`src/rtl/pipe_hazard_ctrl.sv`:
```
// -----------------------------------------------------------------------------
// pipe_hazard_ctrl
//
// Hazard and sequencing controller for the front of the pipeline. Each cycle it
// decides whether the PC and the IF_ID register load, hold or clear, and
// whether ID/EX takes a bubble. Inputs are the decode fields of the instruction
// sitting in IF_ID, the load indication of ID/EX, the EX branch outcome and the
// data-memory busy flag.
//
// The control outputs are Mealy: combinational from the registered state and
// the current inputs. They are consumed in the same cycle by the PC and
// pipeline registers.
//
// Ports:
//   reloj          in   1   clock, rising edge
//   reset          in   1   asynchronous, active-low reset
//   opcode         in   6   IF_ID opcode field
//   rs             in   5   IF_ID rs field
//   rt             in   5   IF_ID rt field
//   id_ex_memread  in   1   instruction in ID/EX is a load
//   id_ex_rt       in   5   load destination register in ID/EX
//   branch_taken   in   1   EX resolved a taken branch this cycle
//   mem_busy       in   1   data memory not ready
//   pc_en          out  1   PC loads next value
//   if_id_en       out  1   IF_ID captures new instruction
//   if_id_clr      out  1   IF_ID resetIF, synchronous clear (wins over en)
//   id_ex_bubble   out  1   ID/EX loads NOP
//   stall_cnt      out  16  cycles with pc_en=0 since reset, saturating
//   mem_timeout    out  1   sticky memory-timeout flag
// -----------------------------------------------------------------------------
module pipe_hazard_ctrl #(
  parameter int unsigned FLUSH_CYCLES      = 1,
  parameter int unsigned LOAD_STALL_CYCLES = 1,
  parameter int unsigned MEM_TIMEOUT       = 255,
  parameter logic [5:0]  OP_J              = 6'b000010,
  parameter logic [5:0]  OP_JAL            = 6'b000011
) (
  input  logic        reloj,
  input  logic        reset,
  input  logic [5:0]  opcode,
  input  logic [4:0]  rs,
  input  logic [4:0]  rt,
  input  logic        id_ex_memread,
  input  logic [4:0]  id_ex_rt,
  input  logic        branch_taken,
  input  logic        mem_busy,
  output logic        pc_en,
  output logic        if_id_en,
  output logic        if_id_clr,
  output logic        id_ex_bubble,
  output logic [15:0] stall_cnt,
  output logic        mem_timeout
);

  // Opcodes whose rt field is a source operand.
  localparam logic [5:0] OP_RTYPE = 6'b000000;
  localparam logic [5:0] OP_BEQ   = 6'b000100;
  localparam logic [5:0] OP_BNE   = 6'b000101;
  localparam logic [5:0] OP_SW    = 6'b101011;

  // Multi-cycle flush/stall only needs a dedicated state when longer than one.
  localparam bit         FLUSH_MULTI  = (FLUSH_CYCLES > 32'd1);
  localparam bit         LSTALL_MULTI = (LOAD_STALL_CYCLES > 32'd1);
  localparam logic [2:0] FLUSH_LOAD   = 3'(FLUSH_CYCLES - 32'd1);
  localparam logic [2:0] LSTALL_LOAD  = 3'(LOAD_STALL_CYCLES - 32'd1);
  localparam logic [7:0] TIMEOUT_LVL  = 8'(MEM_TIMEOUT);

  // Control bundles, ordered {pc_en, if_id_en, if_id_clr, id_ex_bubble}.
  // When clr is asserted if_id_en is a don't-care and is driven 1.
  localparam logic [3:0] CTL_RUN    = 4'b1100;
  localparam logic [3:0] CTL_FREEZE = 4'b0000;
  localparam logic [3:0] CTL_FLUSH  = 4'b1111;
  localparam logic [3:0] CTL_JUMP   = 4'b1110;
  localparam logic [3:0] CTL_HOLD   = 4'b0001;
  localparam logic [3:0] CTL_RESET  = 4'b0011;

  typedef enum logic [1:0] {
    ST_RUN    = 2'd0,
    ST_LSTALL = 2'd1,
    ST_FLUSH  = 2'd2,
    ST_FREEZE = 2'd3
  } state_t;

  // Saturating increment helpers for the wait and stall counters.
  function automatic logic [7:0] sat_inc8(input logic [7:0] v);
    if (v == 8'hFF) begin
      sat_inc8 = 8'hFF;
    end else begin
      sat_inc8 = v + 8'd1;
    end
  endfunction

  function automatic logic [15:0] sat_inc16(input logic [15:0] v);
    if (v == 16'hFFFF) begin
      sat_inc16 = 16'hFFFF;
    end else begin
      sat_inc16 = v + 16'd1;
    end
  endfunction

  state_t      state_r;
  state_t      state_nxt_s;
  logic [2:0]  cnt_r;
  logic [2:0]  cnt_nxt_s;
  logic [7:0]  wait_cnt_r;
  logic [7:0]  wait_nxt_s;
  logic [15:0] stall_cnt_r;
  logic        mem_timeout_r;
  logic        timeout_nxt_s;

  logic        uses_rt_s;
  logic        load_use_s;
  logic        jump_s;

  logic [3:0]  run_ctl_s;
  state_t      run_state_s;
  logic [2:0]  run_cnt_s;
  logic [7:0]  run_wait_s;

  logic [3:0]  ctl_s;
  logic [3:0]  out_ctl_s;

  // Decode of the IF_ID instruction against the load sitting in ID/EX.
  always_comb begin
    uses_rt_s = 1'b0;
    case (opcode)
      OP_RTYPE, OP_BEQ, OP_BNE, OP_SW: uses_rt_s = 1'b1;
      default:                         uses_rt_s = 1'b0;
    endcase
    // Register 0 is hardwired, so a load to it never creates a dependency.
    load_use_s = id_ex_memread & (id_ex_rt != 5'd0) &
                 ((id_ex_rt == rs) | (uses_rt_s & (id_ex_rt == rt)));
    jump_s     = (opcode == OP_J) | (opcode == OP_JAL);
  end

  // RUN evaluation; also reused on the cycle the memory releases a freeze.
  always_comb begin
    run_ctl_s   = CTL_RUN;
    run_state_s = ST_RUN;
    run_cnt_s   = 3'd0;
    run_wait_s  = 8'd0;
    if (mem_busy) begin
      run_ctl_s   = CTL_FREEZE;
      run_state_s = ST_FREEZE;
      run_wait_s  = 8'd1;
    end else if (branch_taken) begin
      // Branch beats a simultaneous load-use: the flush removes the consumer.
      run_ctl_s = CTL_FLUSH;
      if (FLUSH_MULTI) begin
        run_state_s = ST_FLUSH;
        run_cnt_s   = FLUSH_LOAD;
      end else begin
        run_state_s = ST_RUN;
      end
    end else if (jump_s) begin
      // The jump itself continues into ID/EX; only the wrong-path fetch dies.
      run_ctl_s = CTL_JUMP;
    end else if (load_use_s) begin
      run_ctl_s = CTL_HOLD;
      if (LSTALL_MULTI) begin
        run_state_s = ST_LSTALL;
        run_cnt_s   = LSTALL_LOAD;
      end else begin
        run_state_s = ST_RUN;
      end
    end else begin
      run_ctl_s = CTL_RUN;
    end
  end

  // Next-state, counter and control selection for the current state.
  always_comb begin
    ctl_s       = CTL_FREEZE;
    state_nxt_s = state_r;
    cnt_nxt_s   = cnt_r;
    wait_nxt_s  = wait_cnt_r;
    case (state_r)
      ST_RUN: begin
        ctl_s       = run_ctl_s;
        state_nxt_s = run_state_s;
        cnt_nxt_s   = run_cnt_s;
        wait_nxt_s  = run_wait_s;
      end
      ST_FLUSH, ST_LSTALL: begin
        if (mem_busy) begin
          // Memory stall preempts; whatever flush/stall remained is dropped.
          ctl_s       = CTL_FREEZE;
          state_nxt_s = ST_FREEZE;
          cnt_nxt_s   = 3'd0;
          wait_nxt_s  = 8'd1;
        end else begin
          if (state_r == ST_FLUSH) begin
            ctl_s = CTL_FLUSH;
          end else begin
            ctl_s = CTL_HOLD;
          end
          wait_nxt_s = 8'd0;
          if (cnt_r <= 3'd1) begin
            state_nxt_s = ST_RUN;
            cnt_nxt_s   = 3'd0;
          end else begin
            state_nxt_s = state_r;
            cnt_nxt_s   = cnt_r - 3'd1;
          end
        end
      end
      ST_FREEZE: begin
        if (mem_busy) begin
          // Branch and hazards are ignored here; RUN re-evaluates them.
          ctl_s       = CTL_FREEZE;
          state_nxt_s = ST_FREEZE;
          cnt_nxt_s   = 3'd0;
          wait_nxt_s  = sat_inc8(wait_cnt_r);
        end else begin
          // Memory ready: act as RUN in this very cycle.
          ctl_s       = run_ctl_s;
          state_nxt_s = run_state_s;
          cnt_nxt_s   = run_cnt_s;
          wait_nxt_s  = 8'd0;
        end
      end
      default: begin
        ctl_s       = CTL_FREEZE;
        state_nxt_s = ST_RUN;
        cnt_nxt_s   = 3'd0;
        wait_nxt_s  = 8'd0;
      end
    endcase

    // Timeout is flagged on the edge where the wait count reaches the limit.
    if ((state_nxt_s == ST_FREEZE) && (wait_nxt_s >= TIMEOUT_LVL)) begin
      timeout_nxt_s = 1'b1;
    end else begin
      timeout_nxt_s = mem_timeout_r;
    end
  end

  // Reset overrides the controls asynchronously so the pipe is held cleared.
  always_comb begin
    if (!reset) begin
      out_ctl_s = CTL_RESET;
    end else begin
      out_ctl_s = ctl_s;
    end
  end

  assign pc_en        = out_ctl_s[3];
  assign if_id_en     = out_ctl_s[2];
  assign if_id_clr    = out_ctl_s[1];
  assign id_ex_bubble = out_ctl_s[0];

  // State, sequencing counters and sticky timeout flag.
  always_ff @(posedge reloj or negedge reset) begin
    if (!reset) begin
      state_r       <= ST_RUN;
      cnt_r         <= 3'd0;
      wait_cnt_r    <= 8'd0;
      mem_timeout_r <= 1'b0;
    end else begin
      state_r       <= state_nxt_s;
      cnt_r         <= cnt_nxt_s;
      wait_cnt_r    <= wait_nxt_s;
      mem_timeout_r <= timeout_nxt_s;
    end
  end

  // Saturating count of cycles in which the PC did not advance.
  always_ff @(posedge reloj or negedge reset) begin
    if (!reset) begin
      stall_cnt_r <= 16'd0;
    end else if (!pc_en) begin
      stall_cnt_r <= sat_inc16(stall_cnt_r);
    end else begin
      stall_cnt_r <= stall_cnt_r;
    end
  end

  assign stall_cnt   = stall_cnt_r;
  assign mem_timeout = mem_timeout_r;

endmodule

```
`config.mk`:
```
export PLATFORM = sky130hd
export DESIGN_NAME = pipe_hazard_ctrl
export DESIGN_NICKNAME = d
export VERILOG_FILES = /design/src/rtl/pipe_hazard_ctrl.sv
export SDC_FILE = /design/constraint.sdc
export NUM_CORES = 1
export LEC_CHECK = 0
export BUFFER_PORTS_ARGS = -buffer_cell sky130_fd_sc_hd__buf_2
export CORE_MARGIN = 2
export CORE_UTILIZATION = 53
export CTS_CLUSTER_DIAMETER = 80
export DETAILED_ROUTE_END_ITERATION = 8
export PLACE_DENSITY = 0.86
export SETUP_SLACK_MARGIN = 0.3
export SYNTH_ARGS = -nofsm -noshare
export SYNTH_HDL_FRONTEND = slang
export SYNTH_SLANG_ARGS = --single-unit
```
`constraint.sdc`:
```
create_clock -name reloj -period 2.6 [get_ports reloj]
set_clock_uncertainty 0.15 [all_clocks]
set_input_delay 0.13 -clock reloj [delete_from_list [all_inputs] [get_ports reloj]]
set_output_delay 0.13 -clock reloj [all_outputs]
set_load 0.03 [all_outputs]
```
==> results of run 1 <==
flip-flops by register name, summed over array words and instances (netlist names):
signal / cells
stall_cnt: 16
wait_cnt_r: 8
cnt_r: 3
state_r: 2
mem_timeout: 1
how the worst max path moves through the flow:
stage	from	end	slack (ps)	depth (start not counted)
4_1_cts	state_r[0]$_DFF_PN0_	stall_cnt[6]$_DFFE_PN0N_	300	10
3_3_place_gp	opcode[1]	stall_cnt[6]$_DFFE_PN0N_	230	7
2_1_floorplan	opcode[1]	stall_cnt[12]$_DFFE_PN0N_	310	6
3_5_place_dp	opcode[1]	stall_cnt[6]$_DFFE_PN0N_	160	7
5_1_grt	state_r[1]$_DFF_PN0_	stall_cnt[4]$_DFFE_PN0N_	260	9
6_report	state_r[1]$_DFF_PN0_	stall_cnt[4]$_DFFE_PN0N_	370	9
metal layers:
layer | global-route usage [%] | up-vias
li1 | - | 807
met5 | 0 | -
met3 | 4.32 | 13
met2 | 39.2 | 58
met4 | 10.0 | 0
met1 | 28.0 | 816
timing repair:
action	CTS	global route
pin swaps	4	3
endpoints found under the setup margin	2	14
hold buffers	2	0
setup buffers	5	2
resized for setup	15	8
endpoints found under the hold margin	33	0
cells in the final DEF, fill, tap and decap left out, drive strengths merged, types with 3 or more instances in the layout:
cell | synthesis | routed
ha | 7 | 7
nand2 | 19 | 19
a21oi | 12 | 12
xnor2 | 9 | 9
inv | 12 | 12
nand3 | 7 | 7
o2111ai | 4 | 4
nand2b | 3 | 3
xor2 | 6 | 6
and3 | 8 | 8
nor2b | 3 | 3
nor2 | 3 | 3
nor3 | 6 | 6
o211ai | 6 | 6
mux2 | 12 | 12
dfrtp | 30 | 30
o21ai | 13 | 13
clkbuf | 2 | 7
buf | 3 | 57
nand4 | 5 | 5
through the flow:
step | power (mW) | util [%]
after floorplan | 0.938 | -
after global placement | 1.09 | 64.1
after detailed placement | 1.11 | 64.1
after CTS | 1.42 | 69.3
after global routing | 1.51 | 70.3
final | 1.43 | 70.3
power breakdown:
group          switching, mW  total, mW  internal (mW)
registers             0.0905      0.630          0.540
logic                  0.321      0.502          0.182
clock network          0.167      0.298          0.131
total                  0.579       1.43          0.852
logic make-up (layout without fill, tap and decap cells):
logic type | after synthesis | count (layout) | synth area share (%)
multiplexers | 13 | 13 | 8.29
adder cells (fa/ha/maj) | 7 | 7 | 4.76
AO/OA/AOI/OAI | 43 | 43 | 16.7
XOR/XNOR | 15 | 15 | 7.14
buffers and inverters | 17 | 79 | 4.15
AND/OR/NAND/NOR | 63 | 63 | 18.2
flip-flops | 30 | 30 | 40.8
area by class of cell:
cell class                 instances  area [µm²]  area share, %
clock buffer                       7        55.1           2.35
clock inverter                     1        5.00          0.213
inverter                          12        47.5           2.03
multi-input combinational        141        1050           44.9
sequential                        30         752           32.0
tap                               46        57.6           2.45
timing repair buffer              59         377           16.0
critical path: stages (launching register included):
cell and delay, ps:
dfrtp_2 420, inv_2 70, ha_4 180, or2_4 250, o211ai_1 210, buf_6 140, buf_8 140, buf_4 120
o21ai_2 70, mux2_1 350
==> summary.md, run 1 <==
| Metric | Value |
|---|---|
| Worst skew pair latency | 330 ps |
| Pwr dens | 610 nW/µm² |
| Worst r2r dst | stall_cnt[4]$_DFFE_PN0N_ |
| Routability cong. | 0.822 |
| Highest metal used | met4 |
| Worst vdd ir | 0.387 mV |
| Gr usage total | 22.9% |
| Dpl ws | 161 ps |
| Most frequent cell after synthesis | dfrtp_1 |
| M1 WL | 1860 µm |
| Post-synth EDFFs | 0 |
| Ranking of synthesized cells by area | dfrtp_1 (41%), mux2_1 (5.5%), ha_1 (4.8%) |
| Worst Slack Setup Final | 373 ps |
| Syn Std Cell Area | approximately 1800 µm² |
| Cell Count, Final, Fillers Out | 296 |
| F_max | 0.449 GHz |
| Initial DRC Count | 38 |
| Longest Clk Path Bufs | 2 |
| Largest net degree at the start of global routing | 33 |
| Flop and latch count out of synthesis | 30 |
| First-pass GRT wire length | between 7000 and 8000 µm |
| Final Hold Fails | 0 |
| Mapped Cells | 188 |
| Post-synth ARST share | 100% |
| DR vias/cell | 5.72 |
| Antenna violations before repair | 0 |
| Critical Path AT | 2290 ps |
| Die W | 62.9 µm |
| H-tree depth | 2 |
| GRT overflow | 0 |
| Worst-path clk slew | ~90 ps |
| Commonest cells in the netlist | dfrtp_1 (30), nand2_1 (19), a21oi_1 (12), inv_1 (12) |
| PortBufs | 46 |
| Initial DRT Pass Iterations | 6 |
| Register area share after synthesis | between 40 and 50% |
| Min Hold Slack | around 220 ps |
| Data required, critical path | around 2700 ps |
| Post-DP Area | 2140 µm² |
| RSZ-0062 raised after global routing | no |
| Tcrit/Tclk final | 85.7% |
| Core Region | approximately 3300 µm² |
| # rows | 21 |
| Setup_tns | 0 ps |
| Setup violators final | 0 |
| Vias in the first global route | 1727 |
| Avg Inst Size Synth | slightly below 10 µm² |
| Area leader, netlist | dfrtp_1 |
| Post-layout min period | 2230 ps |
| Die H | 62.9 µm |
| Area grow syn2layout | 27.5% |
| # fillers | 274 |
| Synth unique cells | 41 |
| Final Routed Wirelength | 4290 µm |
| Clk sink count | 30 |
| Share of cells above drive strength 1 | 33.6% |
| Design Area, Final | 2350 µm² |
| Wire length on met3 | 225 µm |
| Count of pins over their slew limit | 0 |
| CTS tree | yes |
| Die ar. | a little under 4000 µm² |
| RR Startpoint | state_r[1]$_DFF_PN0_ |
| Dpl hpwl | 2910 µm |
| Synthesized Nets | 221 |
| Via Count | approximately 1700 |
| DP Cell Count | 279 |
| CTS Buf Count | 5 |
| Starting Density | 55.2% |
| Crit Path Category | register to register |
| Main synth FF type | dfrtp_1 |
| Crit start category | register |
| Drt wl/cell | 14.5 µm |
| Status | finished, final reports clean |
| Worst-Margin Slew | between 500 and 600 ps |
| Post-synth top area share | between 40% and 50% |
| DR DRC count | 0 |
| Slew HR | about three fifths |
| Met2 Wirelength | around 2100 µm |
| Antenna viol nets, final | 0 |
| Max FO, Critical Path | 14 |
| R2R setup slack | ~370 ps |
| Ant. Diodes | 0 |
| Reg2reg path depth | 9 |
| YS warnings | 0 |
| Clk root buf | clkbuf_4 |
| Hold WC Path Type | primary input to async pin |
| IO Pins | 47 |
| Nets@finish | 282 |
| Leakage power | 1.12 nW |
| Max-Cap Viols | 0 |
| CP Capture Type | register |
No activity file was read; power rests on OpenSTA's default activity.
==> run 2: changes to the inputs <==
--- a/config.mk
+++ b/config.mk
@@ -6,12 +6,14 @@
 export NUM_CORES = 1
 export LEC_CHECK = 0
 export BUFFER_PORTS_ARGS = -buffer_cell sky130_fd_sc_hd__buf_2
-export CORE_MARGIN = 2
+export CORE_MARGIN = 3
 export CORE_UTILIZATION = 53
 export CTS_CLUSTER_DIAMETER = 80
 export DETAILED_ROUTE_END_ITERATION = 8
+export GPL_TIMING_DRIVEN = 0
 export PLACE_DENSITY = 0.86
 export SETUP_SLACK_MARGIN = 0.3
+export SKIP_LAST_GASP = 1
 export SYNTH_ARGS = -nofsm -noshare
 export SYNTH_HDL_FRONTEND = slang
 export SYNTH_SLANG_ARGS = --single-unit
==> run 2 against run 1 <==
  * Combinational power rose by 2%
  * Largest power group unchanged
  * Register-to-register slack got worse by 50 ps
  * Global-route usage rose by 0.28 points
  * Via count rose by 1.8%
  * Utilization rose by 3.6 points
  * Routed wire length rose by 7.3%
  * Flip-flop and latch count did not move
  * Final cell count rose by 0.68%
  * Setup slack got worse by 99 ps
  * First-iteration DRC count rose to 4.6 times the previous value
  * Clock-buffer cell count did not move
==> summary.md, run 2 (synthesis gave the netlist of run 1 again) <==
| Metric | Value |
|---|---|
| Status | finished, final reports clean (unchanged) |
| Worst path top cell family by delay | flip-flops (was buffers and inverters) |
| PortBufs | 46 (unchanged) |
| Cell mode on critical path | or2_4 |
| Critical path buffers and inverters | 3 (was 4) |
| Largest net degree at the start of global routing | 31 (was 33) |
| Clk sink count | 30 (unchanged) |
| Hold WC Path Type | primary input to async pin (unchanged) |
| H-tree depth | 2 (unchanged) |
| Crit-path max cell delay | 460 ps (was 420 ps) |
| Reg2reg path depth | 7 (was 9) |
| Crit start category | register (unchanged) |
| GRT overflow | 0 (unchanged) |
| CTS Buf Count | 5 (unchanged) |
| Worst skew pair latency | 340 ps (was 330 ps) |
| Setup_tns | 0 ps (unchanged) |
| RR Startpoint | state_r[1]$_DFF_PN0_ (unchanged) |
| Count of pins over their slew limit | 0 (unchanged) |
| Longest Clk Path Bufs | 2 (unchanged) |
| Setup violators final | 0 (unchanged) |
| Die ar. | 4220 µm² (was 3960 µm²) |
| # rows | 20 (was 21) |
| Final design utilization | 73.9% (was 70.3%) |
| Slew HR | 66.9% (was 61.2%) |
| CP max stage cell | dfrtp_2 (unchanged) |
| Final Hold Fails | 0 (unchanged) |
| Area grow syn2layout | 27.7% (was 27.5%) |
| Dpl hpwl | 2960 µm (was 2910 µm) |
| DR DRC count | 0 (unchanged) |
| Die H | 64.9 µm (was 62.9 µm) |
| Clk root buf | clkbuf_4 (unchanged) |
| F_max | 0.430 GHz (was 0.449 GHz) |
| RSZ-0062 raised after global routing | yes (was no) |
| Pwr dens | 615 nW/µm² (was 610 nW/µm²) |
| Vias in the first global route | 1675 (was 1727) |
| DR vias/cell | 5.79 (was 5.72) |
| Commonest non-fill, non-tap cells in the layout | buf_2 (45), dfrtp_1 (29), nand2_1 (19), a21oi_1 (12) (was buf_2 (44), dfrtp_1 (29), nand2_1 (19), a21oi_1 (12)) |
| Tcrit/Tclk final | 89.5% (was 85.7%) |
| CP Cell Sequence | ha_2 -> or2_4 -> o211ai_1 -> or2_4 -> inv_1 -> buf_4 -> buf_6 (was inv_2 -> ha_4 -> or2_4 -> o211ai_1 -> buf_6 -> buf_8 -> buf_4 -> o21ai_2 -> mux2_1) |
| Worst-path clk slew | 100 ps (was 90 ps) |
| Max-Cap Viols | 0 (unchanged) |
| Via Count | 1725 (was 1694) |
| Starting Density | 57.9% (was 55.2%) |
| Routability cong. | 0.821 (was 0.822) |
| Final Routed Wirelength | 4600 µm (was 4290 µm) |
| Power Total | 1.44 mW (was 1.43 mW) |
| # fillers | 216 (was 274) |
| Share of cells above drive strength 1 | 35.0% (was 33.6%) |
| Initial DRT Pass Iterations | 4 (was 6) |
| Data required, critical path | 2320 ps (was 2660 ps) |
| Ant. Diodes | 0 (unchanged) |
| Antenna viol nets, final | 0 (unchanged) |
| Post-layout min period | 2330 ps (was 2230 ps) |
| Leakage power | 1.13 nW (was 1.12 nW) |
| Die W | 64.9 µm (was 62.9 µm) |
| Nets@finish | 286 (was 282) |
| Worst vdd ir | 0.376 mV (was 0.387 mV) |
| Setup crit start | state_r[1]$_DFF_PN0_ (unchanged) |
| IO Pins | 47 (unchanged) |
| R2R setup slack | 320 ps (was 370 ps) |
| Worst r2r dst | stall_cnt[9]$_DFFE_PN0N_ (was stall_cnt[4]$_DFFE_PN0N_) |
| Antenna violations before repair | 0 (unchanged) |
| Critical Path AT | 2050 ps (was 2290 ps) |
| Commonest non-fill, non-tap cell in the layout | buf_2 (unchanged) |
| Drt wl/cell | 15.4 µm (was 14.5 µm) |
| Initial DRC Count | 175 (was 38) |
| First-pass GRT wire length | 7500 µm (was 7240 µm) |
| Worst-Margin Slew | 492 ps (was 575 ps) |
| Max reg flops | 16 (unchanged) |
| Core Region | 3180 µm² (was 3340 µm²) |
| CTS tree | yes (unchanged) |
| Crit Path Category | register to output port (was register to register) |
| CP Capture Type | output port (was register) |
| Max FO, Critical Path | 4 (was 14) |
| Gr usage total | 23.2% (was 22.9%) |
-- run 2: timing repair --
item                                    CTS  global route
hold endpoints to repair                 33             0
hold buffers                              3             0
resized for setup                         5            16
pin swaps                                 5             6
endpoints found under the setup margin   17            17
buffers inserted                          5             4
-- run 2: worst register-to-register path: cells and delay by family (launching register included) --
kind	cells	cell delay [ps]
flip-flops	1	460
multiplexers	1	330
AND/OR/NAND/NOR	1	270
buffers and inverters	2	330
AO/OA/AOI/OAI	2	420
adder cells (fa/ha/maj)	1	200
-- run 2: stage by stage --
| step | hold slack, ps | instances | setup WS [ps] | instance area (µm²) |
|---|---|---|---|---|
| after detailed placement | 70.0 | 278 | 64.4 | 2130 |
| after global routing | 227 | 298 | 217 | 2350 |
| after floorplan | -316 | 188 | 310 | 1840 |
| after global placement | 61.7 | 278 | 74.8 | 2130 |
| after CTS | 193 | 294 | 214 | 2270 |
| final | 198 | 298 | 273 | 2350 |
-- run 2: where the power goes --
part	leakage [nW]	total [mW]	internal (mW)	switching (mW)
Combinational	0.705	0.511	0.183	0.328
Clock	0.0353	0.304	0.131	0.173
Sequential	0.389	0.629	0.540	0.0897
Total	1.13	1.44	0.853	0.591
-- run 2: layer usage --
layer | share of wire [%] | vias up | GRT usage, %
li1 | - | 822 | -
met1 | 42 | 825 | 28.0
met2 | 49 | 71 | 39.1
met3 | 7.1 | 7 | 6.41
met4 | 1.8 | 0 | 8.97
met5 | 0 | - | 0
-- run 2: worst max path at each step --
stage | endpoint | depth (start not counted)
final | pc_en | 7
after floorplan | stall_cnt[12]$_DFFE_PN0N_ | 6
after global routing | pc_en | 10
after detailed placement | stall_cnt[14]$_DFFE_PN0N_ | 7
after CTS | pc_en | 10
after global placement | stall_cnt[14]$_DFFE_PN0N_ | 7
-- run 2: area by class of cell --
cell class | count | area (µm²) | share of cell area [%]
inverter | 12 | 45.0 | 1.92
multi-input combinational | 141 | 1050 | 44.8
clock inverter | 1 | 5.00 | 0.213
buffer | 5 | 40.0 | 1.70
clock buffer | 7 | 55.1 | 2.34
timing repair buffer | 58 | 344 | 14.6
tap | 44 | 55.1 | 2.34
sequential | 30 | 752 | 32.0
==> run 3: changes to the inputs <==
--- a/config.mk
+++ b/config.mk
@@ -7,11 +7,11 @@
 export LEC_CHECK = 0
 export BUFFER_PORTS_ARGS = -buffer_cell sky130_fd_sc_hd__buf_2
 export CORE_MARGIN = 3
-export CORE_UTILIZATION = 53
+export CORE_UTILIZATION = 45
 export CTS_CLUSTER_DIAMETER = 80
 export DETAILED_ROUTE_END_ITERATION = 8
-export GPL_TIMING_DRIVEN = 0
-export PLACE_DENSITY = 0.86
+export GPL_TIMING_DRIVEN = 1
+export PLACE_DENSITY = 0.75
 export SETUP_SLACK_MARGIN = 0.3
 export SKIP_LAST_GASP = 1
 export SYNTH_ARGS = -nofsm -noshare
==> run 3 against run 2 <==
  * Sequential share of layout area shrank 1.2 points
  * Clock-buffer cell count is the same
  * Power grew 6.0%
  * Combinational power increased by 2%
  * Fmax grew 3.6%
  * Flip-flop and latch count stayed put
  * Die area up 16%
  * Worst hold slack improved by 94 ps
  * First-iteration DRC count shrank 51%
  * Sequential power shrank 1%
  * Register-to-register slack better by 40 ps
  * Non-clock buffer count up 1
  * Largest cell class unchanged
  * Largest power group unchanged
  * Highest routed layer unchanged
==> summary.md, run 3 (synthesis gave the netlist of run 1 again) <==
| Metric | Value |
|---|---|
| Area grow syn2layout | 32.4% (was 27.7%) |
| Leakage power | 1.16 nW (was 1.13 nW) |
| CP Capture Type | output port (unchanged) |
| Antenna violations before repair | 0 (unchanged) |
| Drt wl/cell | 14.4 µm (was 15.4 µm) |
| Routability cong. | 0.833 (was 0.821) |
| Starting Density | 48.5% (was 57.9%) |
| Slew HR | 60.3% (was 66.9%) |
| Gr usage total | 17.8% (was 23.2%) |
| Max reg flops | 16 (unchanged) |
| CTS tree | yes (unchanged) |
| # rows | 22 (was 20) |
| Count of pins over their slew limit | 0 (unchanged) |
| Pwr dens | 628 nW/µm² (was 615 nW/µm²) |
| Die W | 70.0 µm (was 64.9 µm) |
| Max-Cap Viols | 0 (unchanged) |
| GRT overflow | 0 (unchanged) |
| Worst vdd ir | 0.324 mV (was 0.376 mV) |
| Worst Slack Setup Final | 355 ps (was 273 ps) |
| Commonest non-fill, non-tap cell in the layout | buf_2 (unchanged) |
| Crit Path Category | register to output port (unchanged) |
| Power Total | 1.53 mW (was 1.44 mW) |
| RSZ-0062 raised after global routing | no (was yes) |
| Vias in the first global route | 1597 (was 1675) |
| First-pass GRT wire length | 7050 µm (was 7500 µm) |
| F_max | 0.445 GHz (was 0.430 GHz) |
| DR DRC count | 0 (unchanged) |
| Crit start category | register (unchanged) |
| Dpl hpwl | 2860 µm (was 2960 µm) |
| Status | finished, final reports clean (unchanged) |
| Final Hold Fails | 0 (unchanged) |
| Max FO, Critical Path | 4 (unchanged) |
| Worst skew pair latency | 280 ps (was 340 ps) |
| Design Area, Final | 2440 µm² (was 2350 µm²) |
| Worst-Margin Slew | 590 ps (was 492 ps) |
| Critical Path AT | 1970 ps (was 2050 ps) |
| Final Routed Wirelength | 4370 µm (was 4600 µm) |
| Commonest non-fill, non-tap cells in the layout | buf_2 (44), dfrtp_1 (30), nand2_1 (18), buf_4 (12), a21oi_1 (11) (was buf_2 (45), dfrtp_1 (29), nand2_1 (19), a21oi_1 (12)) |
| IO Pins | 47 (unchanged) |
| Initial DRC Count | 86 (was 175) |
| Die ar. | 4890 µm² (was 4220 µm²) |
| Longest Clk Path Bufs | 2 (unchanged) |
| Data required, critical path | 2320 ps (about the same) |
| Antenna viol nets, final | 0 (unchanged) |
| Clk sink count | 30 (unchanged) |
| Setup_tns | 0 ps (unchanged) |
| Ant. Diodes | 0 (unchanged) |
| CTS Buf Count | 5 (unchanged) |
| DR vias/cell | 5.57 (was 5.79) |
| Post-DP Area | 2150 µm² (was 2130 µm²) |
| Die H | 70.0 µm (was 64.9 µm) |
| Clk root buf | clkbuf_8 (was clkbuf_4) |
| Dpl ws | 211 ps (was 64.4 ps) |
| Core Region | 3800 µm² (was 3180 µm²) |
| Via Count | 1688 (was 1725) |
| Largest net degree at the start of global routing | 33 (was 31) |
| Post-layout min period | 2250 ps (was 2330 ps) |
| Tcrit/Tclk final | 86.4% (was 89.5%) |
| H-tree depth | 2 (unchanged) |
| Worst-path clk slew | 70 ps (was 100 ps) |
| Setup violators final | 0 (unchanged) |
| Nets@finish | 287 (was 286) |
| Initial DRT Pass Iterations | 4 (unchanged) |
| Share of cells above drive strength 1 | 35.7% (was 35.0%) |
| Hold WC Path Type | primary input to async pin (unchanged) |
| PortBufs | 46 (unchanged) |
-- run 3: metal layers --
| metal | routed length (µm) | track usage [%] |
|---|---|---|
| met5 | 0 | 0 |
| met4 | 74 | 7.45 |
| met3 | 326 | 4.46 |
| met2 | 2080 | 28.5 |
| met1 | 1890 | 22.6 |
-- run 3: worst max-delay path, stage by stage, from the launching register on --
cell,delay [ps]
dfrtp_1,460
ha_4,200
nor2b_4,120
a21oi_2,130
nand2_2,80
a211oi_4,250
buf_12,140
or2_4,130
inv_2,40
buf_6,130
-- run 3: through the flow --
| step | utilization [%] | std cells | hold WS (ps) |
|---|---|---|---|
| after floorplan | - | 188 | -316 |
| after global placement | 56.6 | 282 | 61.7 |
| after detailed placement | 56.6 | 282 | 72.9 |
| after CTS | 61.1 | 298 | 297 |
| after global routing | 64.2 | 303 | 361 |
| final | 64.2 | 303 | 292 |
-- run 3: layout make-up --
cell class	instances	area (µm²)
clock buffers	7	86.3
clock inverters	1	5.00
fillers	305	1360
inverters	12	45.0
multi-input cells	141	1070
flip-flops and latches	30	751
well taps	48	60.1
repair buffers	64	424
-- run 3: final timing paths --
path,from,slack (ps),endpoint,cells after the start
worst min-delay path,reset,290,stall_cnt[14]$_DFFE_PN0N_,3
max in group asynchronous,reset,1720,wait_cnt_r[1]$_DFF_PN0_,3
min in group reloj,mem_timeout$_DFFE_PN0P_,310,mem_timeout$_DFFE_PN0P_,1
worst max-delay path,state_r[1]$_DFF_PN0_,350,if_id_en,9
worst max register to register,state_r[0]$_DFF_PN0_,360,stall_cnt[13]$_DFFE_PN0N_,8
worst min register to register,mem_timeout$_DFFE_PN0P_,310,mem_timeout$_DFFE_PN0P_,1
-- run 3: repair_timing --
item / in CTS / in global routing
setup buffers: 6 / 5
hold buffers: 2 / 0
gates resized for setup: 5 / 21
hold endpoints to repair: 33 / 0
setup endpoints to repair: 2 / 14
pin swaps: 0 / 6
-- run 3: power by group --
group | switching, mW | leakage (nW) | internal, mW
clock network | 0.175 | 0.0482 | 0.213
registers | 0.0796 | 0.390 | 0.541
logic | 0.327 | 0.722 | 0.194
total | 0.582 | 1.16 | 0.948
